### src/rtl/div_unit.sv
// Iterative restoring divider for DIV/DIVU: one quotient bit per clock, {HI, LO} = {rem, quot}.
// Optional macro DIV_EARLY_OUT_EN: skip iteration when |dividend| < |divisor|.
module div_unit #(
    parameter int DATA_W = 32,
    parameter int CNT_W  = 6
) (
    input  logic                  clk,
    input  logic                  rst,
    input  logic                  start,
    input  logic                  annul,
    input  logic                  signed_div,
    input  logic [DATA_W-1:0]     opdata1,
    input  logic [DATA_W-1:0]     opdata2,
    output logic [2*DATA_W-1:0]   result,
    output logic                  ready
);

    localparam logic [2:0] FREE    = 3'd0;
    localparam logic [2:0] BY_ZERO = 3'd1;
    localparam logic [2:0] ON      = 3'd2;
    localparam logic [2:0] END     = 3'd3;
`ifdef DIV_EARLY_OUT_EN
    localparam logic [2:0] EARLY   = 3'd4;
`endif

    logic [2:0]            state_q, state_d;
    logic [CNT_W-1:0]      cnt_q, cnt_d;
    logic [DATA_W-1:0]     dvd_q, dvd_d;
    logic [DATA_W-1:0]     dvs_q, dvs_d;
    logic [DATA_W-1:0]     rem_q, rem_d;
    logic                  sign1_q, sign1_d;
    logic                  sign2_q, sign2_d;
    logic [2*DATA_W-1:0]   result_q, result_d;

    logic [DATA_W-1:0]     abs1, abs2;
    logic [DATA_W:0]       shifted, diff;
    logic [DATA_W-1:0]     quot_fix, rem_fix;

    always_comb begin
        abs1 = (signed_div && opdata1[DATA_W-1]) ? -opdata1 : opdata1;
        abs2 = (signed_div && opdata2[DATA_W-1]) ? -opdata2 : opdata2;
        // Quotient bits shift into dvd_q as the dividend bits shift out.
        shifted  = {rem_q, dvd_q[DATA_W-1]};
        diff     = shifted - {1'b0, dvs_q};
        quot_fix = (sign1_q ^ sign2_q) ? -dvd_q : dvd_q;
        rem_fix  = sign1_q ? -rem_q : rem_q;
    end

    always_comb begin
        state_d  = state_q;
        cnt_d    = cnt_q;
        dvd_d    = dvd_q;
        dvs_d    = dvs_q;
        rem_d    = rem_q;
        sign1_d  = sign1_q;
        sign2_d  = sign2_q;
        result_d = result_q;
        case (state_q)
            FREE: begin
                if (start && !annul) begin
                    if (opdata2 == '0) begin
                        state_d = BY_ZERO;
`ifdef DIV_EARLY_OUT_EN
                    end else if (abs1 < abs2) begin
                        state_d = EARLY;
                        dvd_d   = opdata1;
`endif
                    end else begin
                        state_d = ON;
                        dvd_d   = abs1;
                        dvs_d   = abs2;
                        sign1_d = signed_div & opdata1[DATA_W-1];
                        sign2_d = signed_div & opdata2[DATA_W-1];
                        rem_d   = '0;
                        cnt_d   = '0;
                    end
                end
            end
            BY_ZERO: begin
                if (annul) begin
                    state_d = FREE;
                end else begin
                    state_d  = END;
                    result_d = '0;
                end
            end
`ifdef DIV_EARLY_OUT_EN
            EARLY: begin
                if (annul) begin
                    state_d = FREE;
                end else begin
                    state_d  = END;
                    result_d = {dvd_q, {DATA_W{1'b0}}};
                end
            end
`endif
            ON: begin
                if (annul) begin
                    state_d = FREE;
                end else if (cnt_q == CNT_W'(DATA_W)) begin
                    state_d  = END;
                    result_d = {rem_fix, quot_fix};
                end else begin
                    if (!diff[DATA_W]) begin
                        rem_d = diff[DATA_W-1:0];
                    end else begin
                        rem_d = shifted[DATA_W-1:0];
                    end
                    dvd_d = {dvd_q[DATA_W-2:0], ~diff[DATA_W]};
                    cnt_d = cnt_q + 1'b1;
                end
            end
            END: begin
                if (!start) begin
                    state_d = FREE;
                end
            end
            default: state_d = FREE;
        endcase
    end

    always_ff @(posedge clk) begin
        if (rst) begin
            state_q  <= FREE;
            cnt_q    <= '0;
            dvd_q    <= '0;
            dvs_q    <= '0;
            rem_q    <= '0;
            sign1_q  <= 1'b0;
            sign2_q  <= 1'b0;
            result_q <= '0;
        end else begin
            state_q  <= state_d;
            cnt_q    <= cnt_d;
            dvd_q    <= dvd_d;
            dvs_q    <= dvs_d;
            rem_q    <= rem_d;
            sign1_q  <= sign1_d;
            sign2_q  <= sign2_d;
            result_q <= result_d;
        end
    end

    assign result = result_q;
    assign ready  = (state_q == END);

endmodule

### config.mk
export PLATFORM = sky130hd
export DESIGN_NAME = div_unit
export DESIGN_NICKNAME = d
export VERILOG_FILES = /design/src/rtl/div_unit.sv
export SDC_FILE = /design/constraint.sdc
export NUM_CORES = 1
export LEC_CHECK = 0
export ABC_AREA = 1
export BUFFER_PORTS_ARGS = -buffer_cell sky130_fd_sc_hd__clkbuf_2
export CAP_MARGIN = 20
export CORE_MARGIN = 5
export CORE_UTILIZATION = 50
export CTS_BUF_LIST = sky130_fd_sc_hd__clkbuf_16
export DETAILED_ROUTE_END_ITERATION = 12
export GPL_ROUTABILITY_DRIVEN = 0
export MAX_ROUTING_LAYER = met4
export PLACE_DENSITY_LB_ADDON = 0.2
export SLEW_MARGIN = 25
export SYNTH_ARGS = -nofsm -noshare
export SYNTH_HDL_FRONTEND = slang
export SYNTH_SLANG_ARGS = --single-unit
### constraint.sdc
create_clock -name clk -period 2.5 [get_ports clk]
set_clock_uncertainty 0.05 [all_clocks]
set_input_delay 0.625 -clock clk [delete_from_list [all_inputs] [get_ports clk]]
set_output_delay 0.625 -clock clk [all_outputs]
set_load 0.1 [all_outputs]
==> run summary, run 1 <==
highest clock rate: 0.406 GHz
Yosys top cell by area: dfxtp_1
top-count cell post-synth: nand2_1
fin crit period: 2.47 ns
design area: 15500 um2
Post-Syn Area: 13300 um2
CTS tree: yes
final setup vio count: 0
Detailed Routing Iterations Pass 1: 8
status: completed
final hold viol count: 0
ys async rst share: 0
min-delay src: result[56]$_SDFFE_PP0P_
Detailed Route WL: 43400 um
Synth Warn #: 0
Worst EP arrival: 2.77 ns
Worst R2R End: rem_q[17]$_SDFFE_PP0P_
Post-synth EDFFs: 0
nets: 2470
Chip Height: 173 um
H-tree depth: 4
First DRT Iteration DRCs: 1625
total clock sinks: 170
largest net degree at the start of global routing: 56
Post-DP HPWL: 33600 um
top cells by count, synth: nand2_1 (627), inv_1 (296), nand3_1 (211)
ANT cells: 0
initial antenna violation count: 0
Rel. slew slack: 0.589
R2R cell count: 14
clock tree buffer depth: 2
placed cell area: 14500 um2
final period utilization: 0.986
Pleak: 7.51 nW
port bufs: 133
worst vdd ir: 425 uV
die span in x: 173 um
DR WL/cell: 16.0 um
Slew @ Worst Pin: 0.612 ns
Vias: 14900
Max-Cap Viols: 0
Worst Path Required: 2.81 ns
Crit Path Class: reg2reg
R2R setup slack: 0.03 ns
CTS root buf: clkbuf_16
vias in the first global route: 13500
CTS buffer count: 17
Worst-Skew Late Latency: 0.44 ns
Initial Utilization: 0.508
routed vias/inst: 5.51
Net Count, Synth: 2328
core area: 26100 um2
register bit total from synthesis: 170
Worst Setup Start Kind: register
share of layout cells above drive strength 1: 0.163
post-synthesis sequential area ratio: 0.256
Residual DRC: 0
Avg Cell Area, Syn: 5.99 um2
share of the synthesized area in the top cell type: 0.256
Max Slew Vio Count: 0
worst hold path type: reg2reg
worst-path fanout max: 8
Power Total: 9.87 mW
Netlist cell types: 46
gr ovfl total: 0
CP Capture Type: register
WHS Endpoint: result[56]$_SDFFE_PP0P_
Die ar.: 29900 um2
hold path cells: 2
Reg clk slew, reported paths: 0.07 ns
Post-Synthesis Cells: 2216
worst reg2reg path startpoint: dvs_q[26]$_SDFFE_PP0P_
RSZ-0062 raised after global routing: true
pwr dens: 636 nW/um2
Final ANT Viol Nets: 0
area delta synth->final: 16.9%
first-pass GRT wire length: 68100 um
Total GRT Usage: 0.281
dominant synthesized flop cell: dfxtp_1
row cnt: 59
Top Ports: 134
ranking of synthesized cells by area: dfxtp_1 (26%), nand2_1 (18%), inv_1 (8.4%)
-- cell families after synthesis --
kind of cell	count (synthesis)	synth area share
xor+xnor	51	0.0336
compound gates	383	0.156
flops	170	0.256
fa+ha+maj	43	0.0411
buf+inv	394	0.119
simple gates	1175	0.394
-- stage by stage --
| step | setup WS, ns | std cells | utilization | hold WS [ns] | TNS [ns] |
|---|---|---|---|---|---|
| 2_1_floorplan | 0.198 | 2216 | - | 0.382 | 0 |
| 3_3_place_gp | 0.0722 | 2665 | 0.556 | 0.402 | 0 |
| 3_5_place_dp | 0.00267 | 2665 | 0.556 | 0.404 | 0 |
| 4_1_cts | 0.00989 | 2697 | 0.578 | 0.408 | 0 |
| 5_1_grt | -0.103 | 2706 | 0.594 | 0.414 | -0.455 |
| 6_report | 0.0341 | 2706 | 0.594 | 0.413 | 0 |
-- metal layers --
metal	global-route usage	up-vias	share of wire
li1	-	7434	-
met1	0.382	6742	0.45
met2	0.433	647	0.45
met4	0.0964	0	0.035
met5	-	-	0
met3	0.0354	92	0.072
-- sequential cells by signal, indices dropped and copies added (netlist names) --
| signal | count |
|---|---|
| result | 64 |
| dvd_q | 32 |
| dvs_q | 32 |
| rem_q | 32 |
| cnt_q | 6 |
| state_q | 2 |
| sign1_q | 1 |
| sign2_q | 1 |
-- placed cells by master (no fill, tap or decap), drive strengths merged, types with 8 or more instances in the layout --
cell | synthesis | final
nand2 | 663 | 665
inv | 311 | 317
nand3 | 228 | 228
a21oi | 225 | 225
nor2 | 183 | 183
dfxtp | 170 | 170
clkbuf | 43 | 151
o21ai | 126 | 126
buf | 40 | 70
ha | 42 | 42
nand4 | 38 | 38
xor2 | 38 | 38
nor3 | 24 | 24
nand3b | 20 | 20
xnor2 | 13 | 13
clkinv | 0 | 8
-- power breakdown --
group	internal, mW	total [mW]	switching (mW)
logic	1.29	4.06	2.77
registers	2.94	3.19	0.247
clock network	1.39	2.62	1.23
total	5.62	9.87	4.25
-- worst max-delay path by stage --
stage / cells past startpoint / start / end
floorplan: 18 / dvd_q[31]$_SDFFE_PP0P_ / rem_q[2]$_SDFFE_PP0P_
global placement: 13 / opdata2[0] / dvd_q[9]$_SDFFE_PP0P_
detailed placement: 13 / opdata2[0] / cnt_q[3]$_SDFFE_PP0P_
CTS: 17 / dvd_q[31]$_SDFFE_PP0P_ / rem_q[13]$_SDFFE_PP0P_
global route: 14 / dvs_q[27]$_SDFFE_PP0P_ / rem_q[17]$_SDFFE_PP0P_
finish: 14 / dvs_q[26]$_SDFFE_PP0P_ / rem_q[17]$_SDFFE_PP0P_
-- what timing repair did --
item | 4_1_cts | 5_1_grt
gates resized for setup | 0 | 55
endpoints found under the setup margin | 0 | 42
setup buffers | 0 | 5
hold buffers | 0 | 0
-- critical path, stage by stage, from the launching register on --
cell and delay, ns:
dfxtp_1 0.30, inv_1 0.22, ha_4 0.27, nand2_1 0.11
inv_1 0.05, nand2_1 0.06, nand2_1 0.07, nand2_1 0.07
nand2_1 0.10, a21oi_4 0.29, nand3_4 0.22, buf_12 0.20
nand3_1 0.09, nand3_1 0.11, a21oi_1 0.18
-- cell type report --
| cell class | instances | area [um2] |
|---|---|---|
| clock buffers | 17 | 425 |
| clock inverters | 15 | 140 |
| fillers | 2609 | 10600 |
| inverters | 311 | 1170 |
| multi-input cells | 1654 | 8580 |
| flip-flops and latches | 170 | 3410 |
| well taps | 335 | 419 |
| repair buffers | 204 | 1390 |
No activity file was read; power rests on OpenSTA's default activity.
==> run 2, diff against run 1 <==
--- a/config.mk
+++ b/config.mk
@@ -9,12 +9,14 @@
 export BUFFER_PORTS_ARGS = -buffer_cell sky130_fd_sc_hd__clkbuf_2
 export CAP_MARGIN = 20
 export CORE_MARGIN = 5
-export CORE_UTILIZATION = 50
+export CORE_UTILIZATION = 45
 export CTS_BUF_LIST = sky130_fd_sc_hd__clkbuf_16
+export CTS_CLUSTER_SIZE = 12
 export DETAILED_ROUTE_END_ITERATION = 12
 export GPL_ROUTABILITY_DRIVEN = 0
 export MAX_ROUTING_LAYER = met4
 export PLACE_DENSITY_LB_ADDON = 0.2
+export SKIP_LAST_GASP = 1
 export SLEW_MARGIN = 25
 export SYNTH_ARGS = -nofsm -noshare
 export SYNTH_HDL_FRONTEND = slang
==> run summary, run 2 (synthesis results as in run 1) <==
total clock sinks: 170 (unchanged)
Worst R2R End: rem_q[20]$_SDFFE_PP0P_ (was rem_q[17]$_SDFFE_PP0P_)
R2R setup slack: 0.08 ns (was 0.03 ns)
area delta synth->final: 16.4% (was 16.9%)
worst hold path type: reg2reg (unchanged)
DR WL/cell: 15.9 um (was 16.0 um)
max FFs per register: 64 (unchanged)
Worst Path Required: 2.74 ns (was 2.81 ns)
gr ovfl total: 0 (unchanged)
Die ar.: 33000 um2 (was 29900 um2)
clock power share: 0.269 (was 0.266)
Detailed Route WL: 43700 um (was 43400 um)
Reg clk slew, reported paths: 0.07 ns (about the same)
Final ANT Viol Nets: 0 (unchanged)
final hold viol count: 0 (unchanged)
worst reg2reg path startpoint: dvs_q[28]$_SDFFE_PP0P_ (was dvs_q[26]$_SDFFE_PP0P_)
Comb pwr share: 0.413 (was 0.412)
largest net degree at the start of global routing: 112 (was 56)
fin crit period: 2.42 ns (was 2.47 ns)
Chip Height: 182 um (was 173 um)
routed vias/inst: 5.33 (was 5.51)
first-pass GRT wire length: 70100 um (was 68100 um)
vias in the first global route: 13600 (was 13500)
Net Sw Power: 4.27 mW (was 4.25 mW)
worst setup margin: 0.0760 ns (was 0.0341 ns)
Top Ports: 134 (unchanged)
P_int: 5.69 mW (was 5.62 mW)
Crit Path Class: reg2reg (unchanged)
Worst-Skew Late Latency: 0.43 ns (was 0.44 ns)
initial antenna violation count: 0 (unchanged)
Initial Utilization: 0.459 (was 0.508)
Reg power frac: 0.318 (was 0.323)
First DRT Iteration DRCs: 1376 (was 1625)
final setup vio count: 0 (unchanged)
Detailed Routing Iterations Pass 1: 5 (was 8)
die span in x: 182 um (was 173 um)
final period utilization: 0.970 (was 0.986)
min-delay src: result[50]$_SDFFE_PP0P_ (was result[56]$_SDFFE_PP0P_)
highest clock rate: 0.413 GHz (was 0.406 GHz)
Post-DP HPWL: 34100 um (was 33600 um)
most common cell after layout, fill and taps aside: nand2_1 (unchanged)
row cnt: 62 (was 59)
Max-Cap Viols: 0 (unchanged)
R2R cell count: 14 (unchanged)
Worst EP arrival: 2.66 ns (was 2.77 ns)
Total GRT Usage: 0.265 (was 0.281)
Rel. slew slack: 0.606 (was 0.589)
nets: 2466 (was 2470)
clock tree buffer depth: 2 (unchanged)
WHS Endpoint: result[50]$_SDFFE_PP0P_ (was result[56]$_SDFFE_PP0P_)
Vias: 14700 (was 14900)
CP Capture Type: register (unchanged)
non-filler instance count after layout: 2751 (was 2706)
share of layout cells above drive strength 1: 0.157 (was 0.163)
status: completed (unchanged)
sw frac: 0.429 (was 0.430)
worst-path fanout max: 9 (was 8)
hold path cells: 2 (unchanged)
Residual DRC: 0 (unchanged)
core area: 28900 um2 (was 26100 um2)
CP startpoint: dvs_q[28]$_SDFFE_PP0P_ (was dvs_q[26]$_SDFFE_PP0P_)
Slew @ Worst Pin: 0.585 ns (was 0.612 ns)
CTS root buf: clkbuf_16 (unchanged)
ANT cells: 0 (unchanged)
Pleak: 7.50 nW (was 7.51 nW)
WHS: 0.415 ns (was 0.413 ns)
commonest non-fill, non-tap cells in the layout: nand2_1 (624), inv_1 (296), nand3_1 (208), a21oi_1 (199), nor2_1 (171) (was nand2_1 (621), inv_1 (291), nand3_1 (207), a21oi_1 (202), nor2_1 (173))
port bufs: 133 (unchanged)
pwr dens: 645 nW/um2 (was 636 nW/um2)
CTS tree: yes (unchanged)
placed insts: 2712 (was 2665)
Max Slew Vio Count: 0 (unchanged)
Setup WS pre-CTS: 0.0328 ns (was 0.00267 ns)
worst vdd ir: 521 uV (was 425 uV)
CTS buffer count: 17 (unchanged)
hold_buf cts: 0 (unchanged)
H-tree depth: 4 (unchanged)
Worst Setup Start Kind: register (unchanged)
## run 2: cell types whose count changed in the layout (fill, tap and decap cells not counted), moves of 3 or more
cell,delta
ha_1,+8
ha_4,-6
buf_4,-5
inv_1,+5
a21oi_2,+4
inv_2,-4
a21oi_1,-3
inv_8,+3
nand2_1,+3
nand2_2,-3
nor2_2,+3
## run 2: worst max-delay path by stage
stage	end	slack [ns]	cells after the start
after floorplan	rem_q[2]$_SDFFE_PP0P_	0.20	18
after global placement	rem_q[20]$_SDFFE_PP0P_	0.12	12
after detailed placement	rem_q[15]$_SDFFE_PP0P_	0.03	12
after CTS	rem_q[28]$_SDFFE_PP0P_	0.04	17
after global routing	rem_q[24]$_SDFFE_PP0P_	-0.04	17
final	rem_q[20]$_SDFFE_PP0P_	0.08	14
## run 2: worst max-delay path, cell delays in order, from the launching register on
cell and delay (ns):
dfxtp_1 0.30, inv_1 0.24, ha_2 0.37, nand2_1 0.13
nor2_2 0.07, nand2_1 0.11, inv_1 0.09, a21oi_4 0.17
buf_12 0.14, nand3_4 0.12, buf_4 0.19, nand2_8 0.11
nand2_1 0.07, nand3_1 0.06, a21oi_1 0.06
## run 2: power by group through the flow
stage               clock (mW)  combinational, mW  sequential, mW
floorplan                    0               2.79            3.18
global placement             0               3.91            3.21
detailed placement           0               3.95            3.21
CTS                       2.74               3.98            3.15
global route              2.86               4.56            3.19
finish                    2.69               4.12            3.16
## run 2: metal layers
metal | global-route usage | up-vias | share of wire
li1 | - | 7426 | -
met5 | - | - | 0
met1 | 0.361 | 6607 | 0.46
met2 | 0.410 | 526 | 0.44
met3 | 0.0240 | 105 | 0.055
met4 | 0.0982 | 0 | 0.039
## run 2: repair_timing
item | in CTS | in global routing
setup endpoints to repair | 0 | 38
buffers inserted | 0 | 5
resized for setup | 0 | 40
## run 2: stage by stage
stage	power, mW	cell area (um2)	setup TNS [ns]	utilization
floorplan	5.97	13300	0	-
global placement	7.12	14600	0	0.505
detailed placement	7.17	14600	0	0.505
CTS	9.87	15200	0	0.526
global route	10.6	15500	-0.488	0.534
finish	9.96	15500	0	0.534
## run 2: cell type report
cell class	instances	area, um2
fillers	2992	13500
multi-input cells	1654	8470
flip-flops and latches	170	3410
repair buffers	200	1340
inverters	311	1170
well taps	384	480
clock buffers	17	425
clock inverters	15	160
